$ cat config.mk
export PLATFORM = sky130hd
export DESIGN_NAME = spi_master
export DESIGN_NICKNAME = d
export VERILOG_FILES = /design/src/rtl/spi_master.sv
export SDC_FILE = /design/constraint.sdc
export NUM_CORES = 1
export LEC_CHECK = 0
export BUFFER_PORTS_ARGS = -buffer_cell sky130_fd_sc_hd__clkbuf_2
export CORE_UTILIZATION = 44
export DETAILED_ROUTE_END_ITERATION = 12
export PLACE_DENSITY = 0.68
export SLEW_MARGIN = 20
export SYNTH_ARGS = -nofsm -noshare
export SYNTH_HDL_FRONTEND = slang
export SYNTH_SLANG_ARGS = --single-unit
$ cat constraint.sdc
create_clock -name clk -period 2.8 [get_ports clk]
set_input_delay 0.28 -clock clk [delete_from_list [all_inputs] [get_ports clk]]
set_output_delay 0.28 -clock clk [all_outputs]
set_load 0.05 [all_outputs]
$ cat src/rtl/spi_master.sv
// SPI mode-0 initiator: 16-bit frame {addr, rw, data}, MSB first, with the CS setup/hold
// and SCLK half-period timed by a single reloading down-counter.
module spi_master #(
  parameter int SCLK_HALF = 8,
  parameter int CS_SETUP  = 4,
  parameter int CS_HOLD   = 4
) (
  input  logic       clk,
  input  logic       rst_n,
  input  logic       start,
  input  logic       rw,
  input  logic [6:0] addr,
  input  logic [7:0] wdata,
  output logic       busy,
  output logic       done,
  output logic [7:0] rdata,
  output logic       sclk_pin,
  output logic       cs_pin,
  output logic       mosi_pin,
  input  logic       miso_pin
);

  localparam int MAX_SU_HD = (CS_SETUP > CS_HOLD) ? CS_SETUP : CS_HOLD;
  localparam int MAX_CNT   = (SCLK_HALF > MAX_SU_HD) ? SCLK_HALF : MAX_SU_HD;
  localparam int CW        = $clog2(MAX_CNT) + 1;
  localparam logic [CW-1:0] LD_HALF  = CW'(SCLK_HALF - 1);
  localparam logic [CW-1:0] LD_SETUP = CW'(CS_SETUP - 1);
  localparam logic [CW-1:0] LD_HOLD  = CW'(CS_HOLD - 1);

  typedef enum logic [2:0] {IDLE, SETUP, LOW, HIGH, HOLD, DONE} state_t;

  state_t        state, state_nxt;
  logic [CW-1:0] cnt, cnt_nxt;
  logic [3:0]    bitcnt;
  // Bit 15 of the frame goes straight to mosi_pin at start, so only the remaining 15 are kept.
  logic [14:0]   sh;
  logic [7:0]    rx;
  logic          rw_q;
  logic          cnt_zero;

  assign cnt_zero = (cnt == '0);

  always_ff @(posedge clk or negedge rst_n) begin
    if (!rst_n) begin
      state <= IDLE;
      cnt   <= '0;
    end else begin
      state <= state_nxt;
      cnt   <= cnt_nxt;
    end
  end

  always_comb begin
    state_nxt = state;
    cnt_nxt   = cnt_zero ? '0 : cnt - 1'b1;
    case (state)
      IDLE: if (start) begin
        state_nxt = SETUP;
        cnt_nxt   = LD_SETUP;
      end
      SETUP: if (cnt_zero) begin
        state_nxt = LOW;
        cnt_nxt   = LD_HALF;
      end
      LOW: if (cnt_zero) begin
        state_nxt = HIGH;
        cnt_nxt   = LD_HALF;
      end
      HIGH: if (cnt_zero) begin
        if (bitcnt == 4'd15) begin
          state_nxt = HOLD;
          cnt_nxt   = LD_HOLD;
        end else begin
          state_nxt = LOW;
          cnt_nxt   = LD_HALF;
        end
      end
      HOLD: if (cnt_zero) state_nxt = DONE;
      DONE: state_nxt = IDLE;
      default: state_nxt = IDLE;
    endcase
  end

  always_ff @(posedge clk or negedge rst_n) begin
    if (!rst_n) begin
      busy     <= 1'b0;
      done     <= 1'b0;
      rdata    <= 8'h00;
      sclk_pin <= 1'b0;
      cs_pin   <= 1'b1;
      mosi_pin <= 1'b0;
      bitcnt   <= 4'd0;
      sh       <= '0;
      rx       <= 8'h00;
      rw_q     <= 1'b0;
    end else begin
      done <= 1'b0;
      case (state)
        IDLE: if (start) begin
          sh       <= {addr[5:0], rw, wdata};
          rw_q     <= rw;
          bitcnt   <= 4'd0;
          cs_pin   <= 1'b0;
          mosi_pin <= addr[6];
          busy     <= 1'b1;
        end
        LOW: if (cnt_zero) begin
          sclk_pin <= 1'b1;
          if (rw_q && bitcnt[3]) rx <= {rx[6:0], miso_pin};
        end
        HIGH: if (cnt_zero) begin
          sclk_pin <= 1'b0;
          if (bitcnt != 4'd15) begin
            bitcnt   <= bitcnt + 4'd1;
            mosi_pin <= sh[14];
            sh       <= {sh[13:0], 1'b0};
          end else begin
            mosi_pin <= 1'b0;
          end
        end
        HOLD: if (cnt_zero) cs_pin <= 1'b1;
        DONE: begin
          done <= 1'b1;
          busy <= 1'b0;
          if (rw_q) rdata <= rx;
        end
        default: ;
      endcase
    end
  end

endmodule

==> results.md <==
- Status: complete, no violations
- Final slew viol count: 0
- Total die area: 5227 um^2
- DRT Pass-1 Iters: 4
- Ys flop type: dfrtp_1
- Clock root cell: clkbuf_8
- Leakage Power: 0.001145 uW
- Clock Latency Late Sink: 0.30 ns
- Clk pin slew, worst setup/hold paths: 0.09 ns
- Die width: 72.30 um
- DPL Wire Length: 2.740 mm
- Critical setup path kind: reg2reg
- Final critical-path share of the clock period: 0.8642
- Final Setup Violations: 0
- IO Pins: 33
- #FFs+latches synth: 48
- H-tree Lvls: 2
- Cell Pwr Density: 467.7 nW/um^2
- Post-synth ARST share: 1.000
- Grt ovf: 0
- Critical-path maximum fanout: 15
- Crit start category: flip-flop
- Crit path time final: 2.420 ns
- Largest net degree at the start of global routing: 32
- Cells after Synth: 172
- Max Cap Viol: 0
- Fin. Hold Viols: 0
- Yosys warning count: 0
- Unrepaired setup endpoints after global routing: no
- Routability congestion estimate from global placement: 0.7502
- Synth Area per Inst: 12.64 um^2
- Via/cell ratio: 5.311
- Worst Hold Class: in2async
- Post-route antenna net violation count: 0
- Post-synth top area share: 0.5409
- Post-synth top area cell: dfrtp_1
- Setup TNS: 0 ns
- Crit path capture type: flip-flop
- Final #Nets: 223
- First-pass GRT wire length: 6.699 mm
- Critical Path RT: 3.03 ns
- Clk sinks: 48
- Setup bufs post-CTS: 0
- CTS tree: built
- Max Clk Rate: 0.4133 GHz
- Vias: 1,434
- IO buf count: 32
- Mapped Area: 2175 um^2
- Initial antenna violation count: 0
- Vias in the first global route: 1,404
- # DRC: 0
- Core ar.: 4755 um^2
- Placement Cell Area: 2379 um^2
- DR WL/cell: 14.52 um
- Routed wire length: 3.920 mm
- Design area: 2476 um^2
- Final Skew: 0.005304 ns
- TritonCTS Buffers: 5
- Worst EP arrival: 2.65 ns
- Hold buffer count at CTS: 0
- Post-synth EDFFs: 0
- Relative slew slack: 0.3159
- First DRT Iteration DRCs: 63
- Num rows: 25
- N_diodes: 0
- GRT Overall Usage: 0.1681
- Die Span Y: 72.30 um
- VDD IR max: 212.6 uV
- Syn Nets: 193
- Longest Clk Path Bufs: 2
- Share of cells above drive strength 1: 0.4089
- Area grow syn2layout: 13.87%
- Slew of the pin with the lowest slew margin: 1.020 ns
- Synth area leaders: dfrtp_1, mux2_2, o221a_2, nand2b_1, or2b_1
- Seq/Total Area, Yosys: 0.5529
- Initial Util: 0.4574
- Post-CTS sizing: 0
- Yosys cell types: 45
[cell usage after synthesis (4+ instances only)]
master,instances
or2b_1,6
a21oi_1,4
nand2_1,8
dfrtp_1,47
buf_2,4
mux2_2,16
o21ai_0,7
nand2b_1,10
nor2_1,4
o221a_2,14
clkbuf_1,4
[routing by layer]
| layer | track usage | routed length [um] |
|---|---|---|
| met5 | 0 | 0 |
| met2 | 0.2762 | 1882 |
| met4 | 0.06536 | 65 |
| met1 | 0.2135 | 1833 |
| met3 | 0.04306 | 139 |
[layout by cell type, fill, tap and decap left out, types with 2 or more instances in the layout]
| cell type | n |
|---|---|
| nand3_1 | 2 |
| mux2_2 | 16 |
| nand2b_1 | 10 |
| nand3b_1 | 2 |
| clkbuf_2 | 32 |
| and2_1 | 2 |
| o21ai_0 | 7 |
| nor4_1 | 2 |
| nand2_1 | 8 |
| buf_4 | 2 |
| a21oi_1 | 4 |
| nor2_1 | 4 |
| o311ai_0 | 2 |
| dfrtp_1 | 47 |
| mux2i_1 | 3 |
| o221a_2 | 14 |
| inv_1 | 3 |
| or2b_1 | 6 |
| clkinvlp_4 | 2 |
| clkbuf_8 | 6 |
| nor2b_1 | 3 |
| a31o_2 | 3 |
[power by group]
group,switching (uW),internal (uW)
Combinational,17.1,13.6
Sequential,1.15,694
Clock,232,200
[registers in the layout (all words and copies together) (netlist names), 3 cells and up]
signal	cells
sh	15
rdata	8
rx	8
bitcnt	4
cnt	4
state	3
[metrics by stage]
step	utilization	setup slack [ns]	hold WS, ns	cells	power, uW
floorplan	-	0.7326	-0.01559	172	712.8
global placement	0.5003	0.4708	0.3673	262	739.6
detailed placement	0.5003	0.3750	0.3875	262	740.9
CTS	0.5208	0.3540	0.05502	270	1173
global route	0.5208	0.2747	0.08889	270	1203
finish	0.5208	0.3802	0.03262	270	1158
[critical path: stages, from the launching register on]
cell and delay [ns]:
dfrtp_1 0.44, or4_4 0.65, o31ai_2 0.90, o221a_2 0.36
[path summary, 6_finish.rpt]
check | slack [ns] | cells past startpoint | from | to
setup / recovery | 0.38 | 3 | cnt[2] | sh[3]
hold / removal | 0.03 | 1 | rst_n | rdata[2]
setup reg to reg | 0.38 | 3 | cnt[2] | sh[3]
hold reg to reg | 0.51 | 1 | rdata[6] | rdata[6]
max in group asynchronous | 2.04 | 2 | rst_n | state[0]
min in group clk | 0.20 | 3 | addr[6] | mosi_pin
[area by class of cell]
class                           instances  area [um^2]
Clock inverter                          2        15.01
Clock buffer                            6        82.58
Sequential cell                        48         1202
Multi-Input combinational cell        110        905.9
Tap cell                               67        83.83
Timing Repair Buffer                   34        175.2
Fill cell                             435         2278
Inverter                                3        11.26
[cells by family (layout without fill, tap and decap cells)]
group,Yosys count,count (layout),synth area share
AOI/OAI and AO/OA,41,41,0.1623
xor gates and xnor gates,1,1,0.004028
adders and majority gates,1,1,0.005753
buffers and inverters,14,45,0.03337
DFF,48,48,0.5529
muxes,19,19,0.09666
and+or+nand+nor,48,48,0.1450
(Power assumes the default switching activity.)
